[config.mk]
export PLATFORM = sky130hd
export DESIGN_NAME = seq_detector_param
export DESIGN_NICKNAME = d
export VERILOG_FILES = /design/src/rtl/seq_detector_param.sv
export SDC_FILE = /design/constraint.sdc
export NUM_CORES = 1
export LEC_CHECK = 0
export CAP_MARGIN = 10
export CORE_ASPECT_RATIO = 1.1
export CORE_UTILIZATION = 56
export DETAILED_ROUTE_END_ITERATION = 6
export GPL_TIMING_DRIVEN = 0
export PLACE_DENSITY = 0.84
export SETUP_SLACK_MARGIN = 0.3
export SYNTH_ARGS = -nofsm -noshare
export SYNTH_HDL_FRONTEND = slang
export SYNTH_SLANG_ARGS = --single-unit
export TNS_END_PERCENT = 100
[constraint.sdc]
create_clock -name clk -period 3.93 [get_ports clk]
set_input_delay 0.393 -clock clk [delete_from_list [all_inputs] [get_ports clk]]
set_output_delay 0.393 -clock clk [all_outputs]
set_load 0.01 [all_outputs]
[src/rtl/seq_detector_param.sv]
// Serial pattern detector with a runtime-programmable pattern and length.
// Supports overlapping and non-overlapping modes and a saturating match counter.
module seq_detector_param #(
  parameter int unsigned         MAX_LEN     = 8,
  parameter int unsigned         LEN_W       = $clog2(MAX_LEN + 1),
  parameter int unsigned         CNT_W       = 8,
  parameter logic [MAX_LEN-1:0]  DEF_PATTERN = MAX_LEN'(8'b0010_0111),
  parameter int unsigned         DEF_LEN     = 6,
  parameter bit                  DEF_OVERLAP = 1'b1
) (
  input  logic               clk,
  input  logic               reset,
  input  logic               cfg_load,
  input  logic [MAX_LEN-1:0] cfg_pattern,
  input  logic [LEN_W-1:0]   cfg_len,
  input  logic               cfg_overlap,
  input  logic               in,
  input  logic               in_valid,
  output logic               match,
  output logic [CNT_W-1:0]   match_count,
  output logic               count_sat
);

  localparam logic [LEN_W-1:0] LEN_MAX = LEN_W'(MAX_LEN);
  localparam logic [CNT_W-1:0] CNT_MAX = {CNT_W{1'b1}};

  logic [MAX_LEN-1:0] pat_q, pat_d;
  logic [LEN_W-1:0]   len_q, len_d;
  logic               ovl_q, ovl_d;
  logic [MAX_LEN-1:0] hist_q, hist_d;
  logic [LEN_W-1:0]   fill_q, fill_d;
  logic               match_d;
  logic [CNT_W-1:0]   count_d;

  logic [MAX_LEN-1:0] nh_c;
  logic [LEN_W-1:0]   nf_c;
  logic               hit_c;

  // Candidate history/fill for an accepted bit and the resulting hit.
  always_comb begin
    nh_c  = {hist_q[MAX_LEN-2:0], in};
    nf_c  = (fill_q >= LEN_MAX) ? LEN_MAX : fill_q + LEN_W'(1);
    hit_c = (len_q != '0) && (len_q <= LEN_MAX) && (nf_c >= len_q);
    for (int unsigned i = 0; i < MAX_LEN; i++) begin
      if ((LEN_W'(i) < len_q) && (nh_c[i] != pat_q[i])) begin
        hit_c = 1'b0;
      end
    end
  end

  // Next-state selection: cfg_load outranks an accepted bit.
  always_comb begin
    pat_d   = pat_q;
    len_d   = len_q;
    ovl_d   = ovl_q;
    hist_d  = hist_q;
    fill_d  = fill_q;
    match_d = 1'b0;
    count_d = match_count;
    if (cfg_load) begin
      pat_d   = cfg_pattern;
      len_d   = cfg_len;
      ovl_d   = cfg_overlap;
      hist_d  = '0;
      fill_d  = '0;
      count_d = '0;
    end else if (in_valid) begin
      hist_d  = nh_c;
      match_d = hit_c;
      fill_d  = (hit_c && !ovl_q) ? '0 : nf_c;
      if (hit_c && (match_count != CNT_MAX)) begin
        count_d = match_count + CNT_W'(1);
      end
    end
  end

  always_ff @(posedge clk) begin
    if (!reset) begin
      pat_q       <= DEF_PATTERN;
      len_q       <= LEN_W'(DEF_LEN);
      ovl_q       <= DEF_OVERLAP;
      hist_q      <= '0;
      fill_q      <= '0;
      match       <= 1'b0;
      match_count <= '0;
    end else begin
      pat_q       <= pat_d;
      len_q       <= len_d;
      ovl_q       <= ovl_d;
      hist_q      <= hist_d;
      fill_q      <= fill_d;
      match       <= match_d;
      match_count <= count_d;
    end
  end

  assign count_sat = (match_count == CNT_MAX);

endmodule

# After elaboration in Yosys (flattened, before gate mapping)
# Cells that the tools add are included.
word_totals:
  output_inout_bits: 10
  register_bits: 33
op_classes:
  mux: 10
  addsub: 2
  n_bitwise: 2
  eq_ne: 10
  n_reduce_logical: 17
  order_cmp: 11
op_table:
  columns: ["op", "count"]
  rows:
  - ["$lt A3 B4 Y1 const A", 4]
  - ["$logic_and A1 B1 Y1", 12]
  - ["$add A8 B1 Y8 const B", 1]
  - ["$eq A8 B8 Y1 const B", 1]
  - ["$lt A1 B4 Y1 const A", 2]
  - ["$lt A2 B4 Y1 const A", 2]
  - ["$mux W1", 8]
  - ["$mux W4", 2]
  - ["$ne A1 B1 Y1", 8]
  - ["$ne A8 B8 Y1 const B", 1]
  - ["$add A4 B1 Y4 const B", 1]
  - ["$ge A4 B4 Y1", 1]
  - ["$ge A4 B4 Y1 const B", 1]
  - ["$le A4 B4 Y1 const B", 1]
  - ["$reduce_bool A4 Y1", 1]
  - ["$reduce_or A3 Y1", 1]
  - ["$not A1 Y1", 2]
  - ["$reduce_and A2 Y1", 1]
  - ["$reduce_or A2 Y1", 1]
  - ["$logic_not A1 Y1", 1]

# Longest topological paths before layout
logic_depth:
  depth_word: 14
  depth_mapped: 11
  depth_no_buf: 10

# Worst setup path after synthesis
# Ideal clock, no wire load.
synth_path:
  path_kind: "reg2reg"
  from: "reg fill_q[0]"
  to: "reg match_count[5]"
  path_slack_ps: 1385
  path_buffers: 0
  setup_ps: 70
  t_arrival_ps: 2475
  stages_incl_launch_ff: 10
  required_ps: 3860
  path_cell_list: "dfxtp_1 -> inv_1 -> ha_1 -> nor2b_1 -> ha_1 -> a2111oi_0 -> or4_4 -> nand3b_4 -> or4_1 -> a21oi_1"
synth_via:
  elab_chain_cells: 14
  elab_cells_between_ends: 15
  classes_between: "add/sub: 1; order compare: 2; mux: 9; reduce/logical: 3"
synth_lines:
  columns: ["element", "line", "text"]
  rows:
  - ["start, declared", "31", "logic [LEN_W-1:0] fill_q, fill_d;"]
  - ["start signal, assigned", "91", "fill_q <= fill_d;"]
  - ["$add A4 B1 Y4 or $ge A4 B4 Y1 (tied branches)", "42", "nf_c = (fill_q >= LEN_MAX) ? LEN_MAX : fill_q + LEN_W'(1);"]
  - ["$mux W4 *", "42", null]
  - ["$ge A4 B4 Y1 *", "43", "hit_c = (len_q != '0) && (len_q <= LEN_MAX) && (nf_c >= len_q);"]
  - ["$logic_and A1 B1 Y1 *", "43", null]
  - ["$mux W1 * (8 in a row)", "45", "if ((LEN_W'(i) < len_q) && (nh_c[i] != pat_q[i])) begin"]
  - ["$logic_and A1 B1 Y1 *", "71", "if (hit_c && (match_count != CNT_MAX)) begin"]
  - ["$reduce_and A2 Y1 (no line) *", null, null]
  - ["end signal, assigned", "93", "match_count <= count_d;"]
  - ["end, declared", "20", "output logic [CNT_W-1:0] match_count,"]
# Every way passes the cells marked *; elsewhere a longest branch is shown, timed or not.
# A chain may end at the register's enable or synchronous reset.

# Worst setup path in the final report
# Same ends and word-level chain as after synthesis.

==> run metrics <==
GR Util All Layers 0.256; post-synthesis register bit count 33; vias in the first global route 1,345; Worst setup SP type register; first-pass GRT wire length 5800 microns; Crit path top cell by count ha_1; fin crit share 0.704; initial antenna violation count 0; count leader, synth dfxtp_1; I/O pin total 28; CTS tree built; fmax 0.362 GHz; Crit path buffers/inverters 1; Total Die Area roughly 0.0032 sq mm; clk_skew roughly 0.014 ns; Max Root-Sink Buffers 2; Yosys warnings 0; antenna-violating nets left 0; RD Place Congestion between 0.7 and 0.8; switching power 0.163 mW; mean area per synthesized cell ~9.4 sq um; fraction of layout cells with a size suffix above 1 0.0758; CTS Root Cell clkbuf_4; Crit Path Class reg2reg; Worst EP required approximately 4.2 ns; Sequential Power Share 0.576; First-pass DRT Iterations 4; Hold Fails Final Rpt 0; Final #Nets about 240; setup bufs post-CTS 0; HP Class reg2reg; vias between 1,000 and 1,500; final wirelength around 3400 microns; Distinct cells, synth 38; synthesized net count just over 200; Commonest cells post-synth dfxtp_1, mux2i_1, nand2_1; final std cells w/o fill 244; # setup viols final 0; Starting Density 0.597; max cap viols 0; leading post-synthesis cells by cell area dfxtp_1, mux2i_1, ha_1; clock-pin slew on the worst setup and hold paths approximately 0.11 ns; largest net degree at the start of global routing 11; Synth top area share 0.398; Power Internal about 0.45 mW; H-tree levels 2; fin. max-slew vios 0; CTS buffer count 5; data arrival time of the critical path slightly above 3 ns; final setup TNS 0 ns; Post-route DRC 0; Sink Count 33; Gate power share 0.121; First DRT Iteration DRCs 36; Max stage delay on crit path roughly 0.56 ns; synthesis-to-layout area growth 21.3%; most common flop cell mapped by yosys dfxtp_1; grt ovf 0; R2R Setup Slk ~1.2 ns; Crit-path slowest cell or4_4; ys async rst share 0; die width 53.9 microns; CTS hold repair buffers 0; Vias/cell 5.64; Clk network pwr share 0.303; PwrDens 305 mW/mm^2; Critical Path End Type register; PostCTS Resize Cnt 0; maximum VDD drop roughly 0.25 mV; detailed-route wire length per cell 14.1 microns; Core Region about 0.0028 sq mm; CP cell instances inv_1 -> ha_1 -> nor2b_1 -> ha_1 -> a2111oi_0 -> or4_4 -> nand3b_4 -> or4_1 -> a21oi_1; outcome finished, final reports clean; EDFF count, synth 0; Clock Latency Late Sink around 0.34 ns; register area share after synthesis 0.398; RSZ-0062 raised after global routing false; number of diodes 0; hpwl dp between 2000 and 3000 microns; row count 20; Least-Margin Pin Slew 0.620 ns; Port Buffers 26; CP delay by family, top simple AND/OR/NAND/NOR gates; cell accounting for the most synthesized area dfxtp_1; placed cell count 236; Worst slew margin 0.587; worst-path fanout max 5; Synth Cell Area roughly 0.0017 sq mm; sw frac 0.266; Die Ht approximately 60 microns; leakage power 0.824 nW; Final Critical Period 2.77 ns; Mapped Cells about 180
sequential cells by signal (all words and copies together) (netlist names):
name         count
fill_q           4
ovl_q            1
hist_q           7
match_count      8
pat_q            8
len_q            4
match            1
tightest hold or removal path: stages (launching register included):
cell and delay [ns]:
dfxtp_1 0.36, mux2i_1 0.07, nand2_1 0.06
stage by stage:
stage	total power, mW	utilization	area (sq um)	hold slack (ns)	setup WS (ns)
floorplan	0.405	-	1660	0.432	1.38
global placement	0.432	0.706	1960	0.459	1.27
detailed placement	0.436	0.706	1960	0.494	1.19
CTS	0.621	0.724	2010	0.511	1.14
global route	0.642	0.724	2010	0.531	1.04
finish	0.614	0.724	2010	0.519	1.16
cell type report:
| cell class | count | area (sq um) |
|---|---|---|
| Sequential cell | 33 | 661 |
| Timing Repair Buffer | 26 | 260 |
| Clock inverter | 2 | 10.0 |
| Fill cell | 208 | 766 |
| Clock buffer | 6 | 41.3 |
| Inverter | 6 | 22.5 |
| Tap cell | 33 | 41.3 |
| Buffer | 7 | 33.8 |
| Multi-Input combinational cell | 131 | 942 |
routing by layer:
metal  GRT usage  part of all wire  vias to the layer above
met2       0.455              0.53                       25
met4       0.113             0.017                        0
met5           0                 0                        -
met3      0.0564             0.032                        5
met1       0.283              0.42                      655
li1            -                 -                      691
power groups by stage:
stage,sequential [mW],combinational (mW),clock (mW)
after floorplan,0.359,0.0468,0
after global placement,0.361,0.0711,0
after detailed placement,0.361,0.0742,0
after CTS,0.354,0.0745,0.193
after global routing,0.355,0.0814,0.206
final,0.354,0.0742,0.186
placed cells by master, fill, tap and decap left out, drive strengths merged, types with 2 or more instances in the layout:
cell,netlist,final
a31o,2,2
clkdlybuf4s50,0,26
nor2,14,14
clkinv,0,2
or4,4,4
o31ai,3,3
xnor2,7,7
o21ai,4,4
nand3,5,5
or3,2,2
nor2b,8,8
buf,2,2
clkbuf,5,11
dfxtp,33,33
a21oi,11,11
xor2,3,3
nand2,15,15
nor3,3,3
nand2b,7,7
ha,7,7
mux2i,20,20
and3,3,3
inv,6,6
o211ai,2,2
worst paths after layout:
kind / from / to / cells after the start
worst min register to register: pat_q[1]$_SDFFE_PN1P_ / pat_q[1]$_SDFFE_PN1P_ / 2
worst max register to register: fill_q[0]$_SDFFE_PP0P_ / match_count[5]$_SDFFE_PP0P_ / 9
worst max-delay path: fill_q[0]$_SDFFE_PP0P_ / match_count[5]$_SDFFE_PP0P_ / 9
worst min-delay path: pat_q[1]$_SDFFE_PN1P_ / pat_q[1]$_SDFFE_PN1P_ / 2
logic make-up (layout without fill, tap and decap cells):
group,count (synthesis),count (layout),share of synthesized area
AOI/OAI and AO/OA,27,27,0.109
xor gates and xnor gates,10,10,0.0573
adders and majority gates,7,7,0.0528
buffers and inverters,13,47,0.0339
DFF,33,33,0.398
muxes,20,20,0.121
and+or+nand+nor,67,67,0.228
Power figures use the tool's default switching activity.
